===== src/rtl/lt24_frame_monitor.sv =====
// ---------------------------------------------------------------------------
// lt24_frame_monitor
//
// Passive monitor for an LT24 display bus. It snoops the write strobe and
// splits traffic into commands (RS=0) and pixel data (RS=1). It counts pixels
// in the current frame and reports each completed WIDTH*HEIGHT frame with a
// rotate-XOR checksum. A run stops after MAX_FRAMES frames (stop) or after
// MAX_CYCLES clocks (timeout). The monitor only has inputs from the bus and
// never drives it.
//
// Handshake: there is no valid/ready pair. A bus write is taken as one
// transaction on the rising edge of LT24Wr_n while LT24CS_n is low. RS and
// data are taken from the last clock on which LT24Wr_n was low. The effect
// shows on the outputs one clock later. frameDone and frameAbort are
// single-cycle pulses and cannot be held off.
//
// Ports
//   clock          in   1      system clock (shared with the monitored driver)
//   globalReset_n  in   1      asynchronous reset, active-low
//   LT24Wr_n       in   1      snooped write strobe
//   LT24CS_n       in   1      snooped chip select
//   LT24RS         in   1      snooped register select (0 command, 1 data)
//   LT24Reset_n    in   1      snooped display reset
//   LT24Data       in   16     snooped data bus
//   frameDone      out  1      pulse: full frame completed
//   frameAbort     out  1      pulse: partial frame abandoned
//   frameCount     out  8      completed frames, saturating at 255
//   pixelCount     out  17     pixels written in the current frame
//   lastChecksum   out  32     checksum of the most recent completed frame
//   cycleCount     out  CNT_W  clocks since reset release, saturating
//   stop           out  1      sticky: frame limit reached
//   timeout        out  1      sticky: cycle limit reached first
//   o_dbg_state    out  3      current FSM state, for observation only
// ---------------------------------------------------------------------------
module lt24_frame_monitor #(
  parameter int WIDTH      = 240,
  parameter int HEIGHT     = 320,
  parameter int MAX_FRAMES = 2,
  parameter int MAX_CYCLES = 10000000,
  parameter int CNT_W      = 32
) (
  input  logic             clock,
  input  logic             globalReset_n,
  input  logic             LT24Wr_n,
  input  logic             LT24CS_n,
  input  logic             LT24RS,
  input  logic             LT24Reset_n,
  input  logic [15:0]      LT24Data,
  output logic             frameDone,
  output logic             frameAbort,
  output logic [7:0]       frameCount,
  output logic [16:0]      pixelCount,
  output logic [31:0]      lastChecksum,
  output logic [CNT_W-1:0] cycleCount,
  output logic             stop,
  output logic             timeout,
  output logic [2:0]       o_dbg_state
);

  localparam logic [2:0] S_IDLE    = 3'd0;
  localparam logic [2:0] S_WAIT    = 3'd1;
  localparam logic [2:0] S_PIXELS  = 3'd2;
  localparam logic [2:0] S_DONE    = 3'd3;
  localparam logic [2:0] S_TIMEOUT = 3'd4;

  localparam logic [15:0]      CMD_RAMWR  = 16'h002C;
  localparam logic [15:0]      CMD_RAMCNT = 16'h003C;
  localparam logic [16:0]      LAST_PIX   = 17'(WIDTH * HEIGHT - 1);
  localparam logic [31:0]      MAXF       = 32'(MAX_FRAMES);
  localparam logic [CNT_W-1:0] MAXC       = CNT_W'(MAX_CYCLES);
  localparam logic [CNT_W-1:0] CYC_ONES   = {CNT_W{1'b1}};

  // Registered copies of the snooped bus.
  logic        r_wr_q;
  logic        r_rs_q;
  logic [15:0] r_data_q;

  // Monitor state.
  logic [2:0]       r_state;
  logic [16:0]      r_pix;
  logic [31:0]      r_chk;
  logic [7:0]       r_fcnt;
  logic [31:0]      r_last;
  logic [CNT_W-1:0] r_cyc;
  logic             r_stop;
  logic             r_timeout;
  logic             r_done;
  logic             r_abort;

  // Next-state values.
  logic [2:0]       w_state_n;
  logic [16:0]      w_pix_n;
  logic [31:0]      w_chk_n;
  logic [7:0]       w_fcnt_n;
  logic [31:0]      w_last_n;
  logic [CNT_W-1:0] w_cyc_n;
  logic             w_stop_n;
  logic             w_timeout_n;
  logic             w_done_n;
  logic             w_abort_n;

  // Decode helpers.
  logic             w_strobe;
  logic             w_cmd;
  logic             w_dat;
  logic             w_is_ramwr;
  logic             w_is_ramcnt;
  logic             w_terminal;
  logic             w_pix_nz;
  logic [31:0]      w_chk_upd;
  logic [7:0]       w_fcnt_inc;
  logic [CNT_W-1:0] w_cyc_inc;
  logic             w_cyc_hit;
  logic             w_frame_hit;

  // A write is taken on the rising edge of the write strobe. RS and data
  // were latched while the strobe was low, so the bus may already have
  // moved on by the time the edge is seen.
  assign w_strobe    = ~r_wr_q & LT24Wr_n & ~LT24CS_n;
  assign w_cmd       = w_strobe & ~r_rs_q;
  assign w_dat       = w_strobe &  r_rs_q;
  assign w_is_ramwr  = (r_data_q == CMD_RAMWR);
  assign w_is_ramcnt = (r_data_q == CMD_RAMCNT);

  assign w_terminal  = (r_state == S_DONE) || (r_state == S_TIMEOUT);
  assign w_pix_nz    = (r_pix != 17'd0);
  assign w_chk_upd   = {r_chk[30:0], r_chk[31]} ^ {16'h0000, r_data_q};
  assign w_fcnt_inc  = (r_fcnt == 8'hFF) ? r_fcnt : r_fcnt + 8'd1;
  assign w_cyc_inc   = (r_cyc == CYC_ONES) ? r_cyc : r_cyc + CNT_W'(1);

  // The frame limit is compared with the incremented count so that stop is
  // raised on the same clock as the last frameDone. A limit above 255 can
  // never match the 8-bit saturating count, so such a run never stops on
  // frames.
  assign w_frame_hit = (MAX_FRAMES != 0) && ({24'h000000, w_fcnt_inc} == MAXF);
  assign w_cyc_hit   = (MAX_CYCLES != 0) && (w_cyc_inc == MAXC);

  always_comb begin
    w_state_n   = r_state;
    w_pix_n     = r_pix;
    w_chk_n     = r_chk;
    w_fcnt_n    = r_fcnt;
    w_last_n    = r_last;
    w_cyc_n     = r_cyc;
    w_stop_n    = r_stop;
    w_timeout_n = r_timeout;
    w_done_n    = 1'b0;
    w_abort_n   = 1'b0;

    if (!w_terminal) begin
      w_cyc_n = w_cyc_inc;

      if (!LT24Reset_n) begin
        // The display was reset under us. Drop the partial frame but keep
        // the run statistics.
        w_state_n = S_IDLE;
        w_abort_n = w_pix_nz;
        w_pix_n   = 17'd0;
        w_chk_n   = 32'd0;
      end else begin
        case (r_state)
          S_IDLE: begin
            w_state_n = S_WAIT;
          end

          S_WAIT: begin
            if (w_cmd && w_is_ramwr) begin
              w_pix_n   = 17'd0;
              w_chk_n   = 32'd0;
              w_state_n = S_PIXELS;
            end
          end

          S_PIXELS: begin
            if (w_dat) begin
              if (r_pix == LAST_PIX) begin
                // Last pixel of the window. The driver may keep streaming,
                // so we wrap straight into the next frame.
                w_done_n = 1'b1;
                w_last_n = w_chk_upd;
                w_fcnt_n = w_fcnt_inc;
                w_pix_n  = 17'd0;
                w_chk_n  = 32'd0;
                if (w_frame_hit) begin
                  w_stop_n  = 1'b1;
                  w_state_n = S_DONE;
                end
              end else begin
                w_pix_n = r_pix + 17'd1;
                w_chk_n = w_chk_upd;
              end
            end else if (w_cmd && !w_is_ramcnt) begin
              // RAMWR restarts the frame in place. Any other command
              // leaves pixel mode. RAMCNT changes nothing.
              w_abort_n = w_pix_nz;
              w_pix_n   = 17'd0;
              w_chk_n   = 32'd0;
              if (!w_is_ramwr) begin
                w_state_n = S_WAIT;
              end
            end
          end

          default: begin
            w_state_n = r_state;
          end
        endcase
      end

      // If the frame limit and the cycle limit are reached on the same
      // clock, the frame limit wins.
      if (w_cyc_hit && !w_stop_n) begin
        w_timeout_n = 1'b1;
        w_state_n   = S_TIMEOUT;
      end
    end
  end

  always_ff @(posedge clock or negedge globalReset_n) begin
    if (!globalReset_n) begin
      r_wr_q   <= 1'b1;
      r_rs_q   <= 1'b0;
      r_data_q <= 16'h0000;
    end else begin
      r_wr_q <= LT24Wr_n;
      if (!LT24Wr_n) begin
        r_rs_q   <= LT24RS;
        r_data_q <= LT24Data;
      end
    end
  end

  always_ff @(posedge clock or negedge globalReset_n) begin
    if (!globalReset_n) begin
      r_state   <= S_IDLE;
      r_pix     <= 17'd0;
      r_chk     <= 32'd0;
      r_fcnt    <= 8'd0;
      r_last    <= 32'd0;
      r_cyc     <= '0;
      r_stop    <= 1'b0;
      r_timeout <= 1'b0;
      r_done    <= 1'b0;
      r_abort   <= 1'b0;
    end else begin
      r_state   <= w_state_n;
      r_pix     <= w_pix_n;
      r_chk     <= w_chk_n;
      r_fcnt    <= w_fcnt_n;
      r_last    <= w_last_n;
      r_cyc     <= w_cyc_n;
      r_stop    <= w_stop_n;
      r_timeout <= w_timeout_n;
      r_done    <= w_done_n;
      r_abort   <= w_abort_n;
    end
  end

  assign frameDone    = r_done;
  assign frameAbort   = r_abort;
  assign frameCount   = r_fcnt;
  assign pixelCount   = r_pix;
  assign lastChecksum = r_last;
  assign cycleCount   = r_cyc;
  assign stop         = r_stop;
  assign timeout      = r_timeout;
  assign o_dbg_state  = r_state;

endmodule


===== config.mk =====
export PLATFORM = sky130hd
export DESIGN_NAME = lt24_frame_monitor
export DESIGN_NICKNAME = d
export VERILOG_FILES = /design/src/rtl/lt24_frame_monitor.sv
export SDC_FILE = /design/constraint.sdc
export NUM_CORES = 1
export LEC_CHECK = 0
export ABC_AREA = 1
export BUFFER_PORTS_ARGS = -buffer_cell sky130_fd_sc_hd__buf_2
export CAP_MARGIN = 15
export CORE_MARGIN = 2
export CORE_UTILIZATION = 55
export CTS_CLUSTER_SIZE = 16
export DETAILED_ROUTE_END_ITERATION = 8
export PLACE_DENSITY = 0.82
export SLEW_MARGIN = 20
export SYNTH_ARGS = -nofsm -noshare
export SYNTH_HDL_FRONTEND = slang
export SYNTH_SLANG_ARGS = --single-unit

===== constraint.sdc =====
create_clock -name clock -period 2.9 [get_ports clock]
set_clock_uncertainty 0.05 [all_clocks]
set_input_delay 0.435 -clock clock [delete_from_list [all_inputs] [get_ports clock]]
set_output_delay 0.435 -clock clock [all_outputs]
set_load 0.005 [all_outputs]

==> impl_metrics.ini, run 1 <==
[status]
status = complete, but fails checks
violations = negative hold slack

[routing]
ant_nets = 0
wire_per_inst_um = 15.2
avgViaCountPerCell = 5.45
dr.first_iter.drc_count = 663
vias = 6843
wl_um = 19100
drc = 0
dr.pass1.iters = 7

[yosys]
synth-main-ff-cell = dfrtp_1
async_reset_ff_share_pct = 100
netlist_instances = 941
yosysWarnings = 0
syn_nets = 967
synth_area_mm2 = 0.00746
synth_seq_cells = 146
synth_cell_types = 37
seq_area_frac_synth_pct = 49.0
syn_area_per_cell_um2 = 7.93
synth_edf_count = 0

[sta]
hold_viol_final = 9
rsz0062_at_grt = no
tns_ps = 0
setup_viol = 0
slew_viol_final = 0
layout_min_cycle_time_ps = 2680
worstMarginPinSlew_ps = 707
worst_hold_slack_ps = -5.72
timing.slew.headroom_pct = 52.9
fmax_mhz = 373
min_period_over_period_pct = 92.4
worst_slack_ps = 221

[worst_setup_path]
critPathRequiredTime_ps = 3160
critical_path_class = reg2reg
reg2reg_depth = 17
crit_fanout = 18
arrival_ps = 2940
rrSetupSlack_ps = 220
worstSetupEndpointType = flop
r2r_start = cycleCount[1]$_DFFE_PN0N_
start_kind = flop
r2r-end = o_dbg_state[0]$_DFFE_PN0P_

[clock_network]
cts_hold_buffers = 0
cts_tree = done
post-cts-setup-buffers = 0
ctsResizeCount = 0
clock_latency_ps = 420
clockBufferDepth = 2
cts.sinks = 146
h-tree-depth = 4
clk_pin_slew_ps = 60
cts_buffers = 17
cts_root_buffer = clkbuf_16

[layout]
num_antenna_cells = 0
fillers = 1133
fin_nets = 1092
area.growth.synth_to_final_pct = 18.3
drive_gt1_share_pct = 19.6

[global_route]
grt_pass1_vias = 6356
track_usage_pct = 28.0
gr-total-overflow = 0
grt_max_degree = 78
grt_antenna_before_repair = 0
grt_pass1_wl_um = 31900

[place]
dp_hpwl_um = 13700
finalWeightedCongestion = 1.04
port_buffers = 117
dp_worst_setup_slack_ps = 248

[pwr]
leakagePower_nw = 4.26
irDropWorstVdd_mv = 0.539
clock_power_share_pct = 36.1
combPwrFrac_pct = 21.6
powerDensity_mw_per_mm2 = 619
power_switching_mw = 1.80
seqPwrFrac_pct = 42.3
netSwitchingFraction_pct = 32.9
p_int_mw = 3.66

[floorplanning]
initial_core_util_pct = 56.3
num_rows = 42
dieArea_mm2 = 0.0145
die_width_um = 120
pin_count = 118
die_y_um = 120
core-area_mm2 = 0.0132

[job]
max_cap_violations = 0

[worst_hold_path]
hp-class = in2async
==> cell type report <==
class                           instances  area (um2)  area share (%)
Sequential cell                       146        3650            41.4
Timing Repair Buffer                  133         737            8.35
Clock inverter                         11        82.6           0.936
Clock buffer                           21         450            5.10
Inverter                              102         385            4.37
Tap cell                              176         220            2.49
Multi-Input combinational cell        666        3300            37.3
==> layout by cell type, fill, tap and decap left out, drive strengths merged <==
cell,n
xnor2,19
clkinv,7
inv,104
nor3,18
clkinvlp,2
a41oi,2
a31oi,6
xor2,11
dfrtp,145
clkbuf,21
o22ai,16
mux2,16
nand3b,7
a21oi,18
ha,4
nor4,6
and3,1
or2,1
nand4,11
o21ai,99
o21a,1
buf,133
o41ai,2
dfstp,1
nor2,115
nand3,49
nor3b,2
nand2,262
==> through the flow <==
| step | util (%) | cells | instance area (um2) | total power [mW] |
|---|---|---|---|---|
| 2_1_floorplan | - | 941 | 7460 | 3.09 |
| 3_3_place_gp | 62.6 | 1223 | 8290 | 3.48 |
| 5_1_grt | 66.7 | 1255 | 8830 | 5.73 |
| 3_5_place_dp | 62.6 | 1223 | 8290 | 3.49 |
| 4_1_cts | 66.6 | 1255 | 8820 | 5.48 |
| 6_report | 66.7 | 1255 | 8830 | 5.46 |
==> synthesized netlist by cell type, types with 2 or more instances <==
cell / number / area share (%)
nand3_2: 3 / 0.40
o21ai_1: 6 / 0.40
clkbuf_1: 13 / 0.65
a31oi_1: 6 / 0.50
inv_2: 6 / 0.30
xor2_1: 11 / 1.3
buf_2: 10 / 0.67
nand4_1: 11 / 0.92
ha_1: 4 / 0.67
nor3b_1: 2 / 0.20
nand2_1: 256 / 13
nor3_1: 16 / 1.1
nand2_2: 5 / 0.42
mux2_2: 16 / 2.4
o22ai_1: 16 / 1.3
nor4_1: 6 / 0.50
buf_6: 2 / 0.30
o21ai_0: 93 / 6.2
inv_1: 96 / 4.8
o41ai_1: 2 / 0.23
nor2_1: 102 / 5.1
nor2_4: 3 / 0.45
nor2_2: 10 / 0.84
buf_1: 2 / 0.10
xnor2_1: 19 / 2.2
a21oi_1: 18 / 1.2
nand3_1: 46 / 3.1
dfrtp_1: 145 / 49
a41oi_1: 2 / 0.23
nand3b_1: 7 / 0.70
==> kinds of logic (layout without fill, tap and decap cells) <==
| family | count (synthesis) | count (layout) | synth area share (%) |
|---|---|---|---|
| xor gates and xnor gates | 30 | 30 | 3.52 |
| muxes | 16 | 16 | 2.41 |
| AOI/OAI and AO/OA | 144 | 144 | 10.3 |
| adders and majority gates | 4 | 4 | 0.671 |
| buffers and inverters | 129 | 267 | 6.86 |
| and+or+nand+nor | 472 | 472 | 27.3 |
| DFF | 146 | 146 | 49.0 |
==> power by group through the flow <==
stage	clock network, mW	registers, mW	logic (mW)
floorplan	0	2.32	0.769
global placement	0	2.33	1.15
detailed placement	0	2.34	1.16
CTS	2.00	2.30	1.17
global route	2.09	2.32	1.32
finish	1.97	2.31	1.18
==> worst max path at each step <==
stage	from	to	cells past startpoint
3_3_place_gp	cycleCount[1]$_DFFE_PN0N_	o_dbg_state[0]$_DFFE_PN0P_	15
2_1_floorplan	cycleCount[0]$_DFFE_PN0N_	o_dbg_state[0]$_DFFE_PN0P_	17
4_1_cts	cycleCount[1]$_DFFE_PN0N_	o_dbg_state[0]$_DFFE_PN0P_	17
3_5_place_dp	cycleCount[1]$_DFFE_PN0N_	o_dbg_state[1]$_DFFE_PN0P_	15
5_1_grt	cycleCount[1]$_DFFE_PN0N_	o_dbg_state[0]$_DFFE_PN0P_	17
6_report	cycleCount[1]$_DFFE_PN0N_	o_dbg_state[0]$_DFFE_PN0P_	17
==> sequential cells by signal, indices dropped and copies added, names as in the netlist <==
| signal | flops |
|---|---|
| pixelCount | 17 |
| frameCount | 8 |
| r_data_q | 16 |
| r_rs_q | 1 |
| timeout | 1 |
| r_chk | 32 |
| frameDone | 1 |
| o_dbg_state | 3 |
| lastChecksum | 32 |
| frameAbort | 1 |
| r_wr_q | 1 |
| stop | 1 |
| cycleCount | 32 |
==> worst max-delay path, stage by stage, from the launching register on <==
cell,delay (ps)
dfrtp_1,420
ha_2,280
nand3_2,140
inv_2,130
nand2_4,80
nor2_4,140
nand2_2,240
buf_4,260
nand2_2,60
nand2_2,60
nor2_2,90
nand3_1,70
nor2_1,90
nand2_1,70
nor2_2,120
nand3_2,120
nand3_1,90
nand2_1,60
==> metal layers <==
layer / routed length (um) / vias to the layer above / track usage (%) / part of all wire (%)
li1: - / 3303 / - / -
met1: 8250 / 3226 / 39.2 / 43
met2: 8890 / 280 / 43.6 / 47
met3: 1550 / 34 / 6.13 / 8.1
met4: 423 / 0 / 9.08 / 2.2
met5: 0 / - / 0 / 0
No activity file was read; power rests on OpenSTA's default activity.
==> run 2: changes to the inputs <==
Settings changed: CORE_MARGIN 2 to not set.
==> run 2 against run 1 <==
Effect of this change: the run now ends clean; worst setup slack better by 100 ps; cell area is 0.96% higher; routed wire length is 0.36% higher.
==> impl_metrics.ini, run 2 (same netlist as run 1, synthesis figures left out) <==
[sta]
tns_ps = 0
worstMarginPinSlew_ps = 643
timing.slew.headroom_pct = 57.1
rsz0062_at_grt = no
fmax_mhz = 388
hold_viol_final = 0
setup_viol = 0
layout_min_cycle_time_ps = 2580
worst_slack_ps = 324
worst_hold_slack_ps = 183
min_period_over_period_pct = 88.8
slew_viol_final = 0

[floorplanning]
dieArea_mm2 = 0.0140
num_rows = 42
core-area_mm2 = 0.0132
pin_count = 118
initial_core_util_pct = 56.3
die_width_um = 118
die_y_um = 118

[layout]
mostFrequentLayoutCell = nand2_1
multiInputGateArea_mm2 = 0.00330
num_antenna_cells = 0
area.growth.synth_to_final_pct = 19.5
drive_gt1_share_pct = 19.5
seq_area_mm2 = 0.00365
final_cells = 1255
layout_common_cells = nand2_1 (256), dfrtp_1 (145), buf_2 (116), nor2_1 (102), inv_1 (96)
fin_nets = 1092
design_area_mm2 = 0.00891
fillers = 1119

[global_route]
grt_max_degree = 71
gr-total-overflow = 0
grt_pass1_vias = 6380
grt_pass1_wl_um = 31600
track_usage_pct = 28.8
grt_antenna_before_repair = 0

[worst_setup_path]
critical_path_class = reg2reg
cp_common_cell = nand2_1
start_kind = flop
worst-path-buf-inv = 2
cp_cell_sequence = ha_1, nand3_2, inv_2, nand2_4, nor2_4, nand2_4, buf_4, nand2_1, nand3_1, nor2_1, nand2_1, nor2_2, nand3_2, nand3_1, nand2_1
max_stage_delay_ps = 410
cp_top_family = simple AND/OR/NAND/NOR gates
crit_fanout = 24
worstSetupEndpointType = flop
arrival_ps = 2840
critPathRequiredTime_ps = 3170
slowest_stage = dfrtp_1

[routing]
wire_per_inst_um = 15.3
vias = 6951
ant_nets = 0
dr.first_iter.drc_count = 652
dr.pass1.iters = 5
wl_um = 19200
avgViaCountPerCell = 5.54
drc = 0

[clock_network]
cts.sinks = 146
clock_latency_ps = 430
cts_buffers = 17
cts_root_buffer = clkbuf_16
clk_pin_slew_ps = 60
clockBufferDepth = 2
cts_tree = done
h-tree-depth = 4

[place]
placedCellCount = 1222
finalWeightedCongestion = 1.01
dp_hpwl_um = 13500
dp_worst_setup_slack_ps = 214
placedInstanceArea_mm2 = 0.00828
port_buffers = 117

[worst_hold_path]
hp-class = in2reg

[job]
max_cap_violations = 0

[pwr]
powerDensity_mw_per_mm2 = 646
leakagePower_nw = 4.31
irDropWorstVdd_mv = 0.491

[status]
status = finished, final reports clean
run 2: timing repair:
item / in CTS / in global routing
hold buffers: 1 / 0
setup buffers: 0 / 0
gates resized for setup: 0 / 3
hold endpoints to repair: 55 / 0
endpoints found under the setup margin: 0 / 21
run 2: final cells by class:
type | count | share of cell area [%]
clock inverter | 11 | 1.71
sequential | 146 | 41.0
timing repair buffer | 133 | 8.30
tap | 176 | 2.47
inverter | 102 | 4.32
clock buffer | 21 | 5.17
multi-input combinational | 666 | 37.0
run 2: power by group:
part	switching [mW]	internal, mW
Combinational	0.787	0.389
Clock	0.872	1.41
Sequential	0.156	2.15
Total	1.81	3.95
run 2: per-stage QoR:
step	total power [mW]	util, %
2_1_floorplan	3.09	-
3_3_place_gp	3.47	62.5
3_5_place_dp	3.50	62.5
4_1_cts	5.77	67.2
5_1_grt	6.01	67.3
6_report	5.76	67.3
run 2: final timing paths:
kind / startpoint / to / slack, ps / cells after the start
worst max-delay path: cycleCount[1]$_DFFE_PN0N_ / o_dbg_state[1]$_DFFE_PN0P_ / 320 / 15
worst min-delay path: LT24Data[11] / r_data_q[11]$_DFFE_PN0N_ / 180 / 2
worst max register to register: cycleCount[1]$_DFFE_PN0N_ / o_dbg_state[1]$_DFFE_PN0P_ / 320 / 15
worst min register to register: lastChecksum[24]$_DFFE_PN0P_ / lastChecksum[24]$_DFFE_PN0P_ / 430 / 2
max in group asynchronous: globalReset_n / r_wr_q$_DFF_PN1_ / 1540 / 3
min in group asynchronous: globalReset_n / lastChecksum[19]$_DFFE_PN0P_ / 540 / 2
run 2: layer usage:
| layer | part of all wire (%) | track usage, % | vias up |
|---|---|---|---|
| met3 | 8.0 | 5.12 | 53 |
| met4 | 2.6 | 11.3 | 0 |
| li1 | - | - | 3309 |
| met1 | 43 | 40.4 | 3272 |
| met2 | 47 | 44.7 | 317 |
| met5 | 0 | 0 | - |
run 2: worst reg2reg max path: stages (launching register included):
cell and delay (ps):
dfrtp_1 410, ha_1 310, nand3_2 150, inv_2 130, nand2_4 80, nor2_4 160, nand2_4 200, buf_4 240
nand2_1 60, nand3_1 80, nor2_1 100, nand2_1 70, nor2_2 140, nand3_2 120, nand3_1 100, nand2_1 50
==> run 3: changes to the inputs <==
Settings changed: BUFFER_PORTS_ARGS -buffer_cell sky130_fd_sc_hd__buf_2 to not set, DONT_BUFFER_PORTS set to 1, PLACE_DENSITY 0.82 to 0.74.
==> run 3 against run 2 <==
Effect of this change: the flow now finishes with violations (negative hold slack); core utilization down 4.4 points; clock power about the same; critical path depth unchanged; sequential cell count unchanged; final cell count down 8.8%; routed wire length down 6.3%; cell area down 6.5%; worst setup slack better by 64 ps; power down 2.5%; register-to-register slack better by 60 ps; critical path type unchanged; largest power group unchanged; highest routed layer unchanged.
==> impl_metrics.ini, run 3 (same netlist as run 1, synthesis figures left out) <==
[worst_setup_path]
r2r_start = cycleCount[1]$_DFFE_PN0N_
timing.critical_path.to = o_dbg_state[0]$_DFFE_PN0P_
critical_path_class = reg2reg
cp_cell_sequence = ha_1, nand3_2, inv_2, nand2_4, nor2_4, nand2_2, inv_1, nor2_1, nand2_1, nor2_1, nand3_1, nor2_1, nand3_2, nand3_1, nand2_1
worst-path-buf-inv = 2
cp.depth = 15
cp_top_family = simple AND/OR/NAND/NOR gates
reg2reg_depth = 15
critPathRequiredTime_ps = 3170
worstSetupEndpointType = flop
cp-startpoint = cycleCount[1]$_DFFE_PN0N_
crit_fanout = 9
max_stage_delay_ps = 460
cp_common_cell = nor2_1
rrSetupSlack_ps = 390
slowest_stage = dfrtp_1
arrival_ps = 2780
r2r-end = o_dbg_state[0]$_DFFE_PN0P_
start_kind = flop

[clock_network]
post-cts-setup-buffers = 0
h-tree-depth = 4
clk_pin_slew_ps = 60
cts_root_buffer = clkbuf_16
cts.sinks = 146
cts_tree = done
cts_buffers = 17
clock_latency_ps = 430
cts_hold_buffers = 1
clockBufferDepth = 2

[pwr]
irDropWorstVdd_mv = 0.446
powerDensity_mw_per_mm2 = 674
leakagePower_nw = 3.74

[global_route]
busiest_layer = met2
gr-total-overflow = 0
grt_pass1_wl_um = 29400
track_usage_pct = 27.0
grt_antenna_before_repair = 0
grt_max_degree = 147
grt_util_met2_pct = 40.8
use_met1_pct = 36.0
grt_use_met3_pct = 9.70
grt_pass1_vias = 5706

[sta]
worstMarginPinSlew_ps = 579
fmax_mhz = 398
timing.slew.headroom_pct = 61.4
min_period_over_period_pct = 86.6
tns_ps = 0
worst_slack_ps = 388
slew_viol_final = 0
worst_hold_slack_ps = -353
rsz0062_at_grt = no
setup_viol = 0
layout_min_cycle_time_ps = 2510
hold_viol_final = 146

[routing]
dr.first_iter.drc_count = 576
ant_nets = 0
wl_um = 18000
drc = 0
avgViaCountPerCell = 5.47
wire_per_inst_um = 15.7
vias = 6264
dr.pass1.iters = 5

[place]
finalWeightedCongestion = 0.987
dp_hpwl_um = 12700
port_buffers = 0
dp_worst_setup_slack_ps = 435

[floorplanning]
pin_count = 118
initial_core_util_pct = 56.3
die_y_um = 118
core-area_mm2 = 0.0132
dieArea_mm2 = 0.0140
die_width_um = 118
num_rows = 42

[worst_hold_path]
hp-class = in2async

[status]
status = complete, but fails checks
violations = negative hold slack

[layout]
mostFrequentLayoutCell = nand2_1
multiInputGateArea_mm2 = 0.00329
fin_nets = 982
area.growth.synth_to_final_pct = 11.7
seq_area_mm2 = 0.00365
layout_common_cells = nand2_1 (256), dfrtp_1 (145), nor2_1 (102), inv_1 (96), o21ai_0 (93)
drive_gt1_share_pct = 10.3
fillers = 1158
num_antenna_cells = 0

[job]
max_cap_violations = 0
-- run 3: power by group --
group	total (mW)	switching, mW	internal [mW]	leakage (nW)
combinational	1.03	0.691	0.336	1.53
sequential	2.33	0.177	2.15	1.92
clock	2.26	0.893	1.37	0.293
total	5.61	1.76	3.85	3.74
-- run 3: final cells by class --
| class | instances | area share, % |
|---|---|---|
| multi-input cells | 666 | 39.5 |
| clock inverters | 13 | 2.07 |
| clock buffers | 19 | 5.20 |
| repair buffers | 23 | 2.10 |
| inverters | 102 | 4.59 |
| flip-flops and latches | 146 | 43.9 |
| well taps | 176 | 2.64 |
-- run 3: per-stage QoR --
step	cells	util, %	total power [mW]	instance area, um2
after floorplan	941	-	3.09	7460
after CTS	1145	62.9	5.63	8330
final	1145	62.9	5.61	8330
after detailed placement	1112	58.3	3.37	7720
after global placement	1112	58.3	3.36	7720
after global routing	1145	62.9	5.87	8330
-- run 3: how the worst min path moves through the flow --
stage             startpoint                      endpoint  depth (start not counted)
5_1_grt        globalReset_n  lastChecksum[24]$_DFFE_PN0P_                          0
4_1_cts        globalReset_n     frameCount[6]$_DFFE_PN0P_                          0
2_1_floorplan  globalReset_n     cycleCount[0]$_DFFE_PN0N_                          0
3_5_place_dp   globalReset_n  lastChecksum[27]$_DFFE_PN0P_                          0
3_3_place_gp   globalReset_n  lastChecksum[25]$_DFFE_PN0P_                          0
6_report       globalReset_n  lastChecksum[17]$_DFFE_PN0P_                          0
-- run 3: worst reg2reg max path, delay by kind of cell (launching register included) --
kind / cells / cell delay [ps]
simple gates: 12 / 1410
buf+inv: 2 / 250
flops: 1 / 460
fa+ha+maj: 1 / 240
-- run 3: routing by layer --
metal / vias up / wire length [um]
li1: 3090 / -
met1: 2887 / 7830
met2: 255 / 7950
met3: 32 / 1810
met4: 0 / 374
met5: - / 0
-- run 3: timing repair --
item,in CTS,in global routing
endpoints found under the hold margin,147,146
resized for setup,0,0
endpoints found under the setup margin,0,0
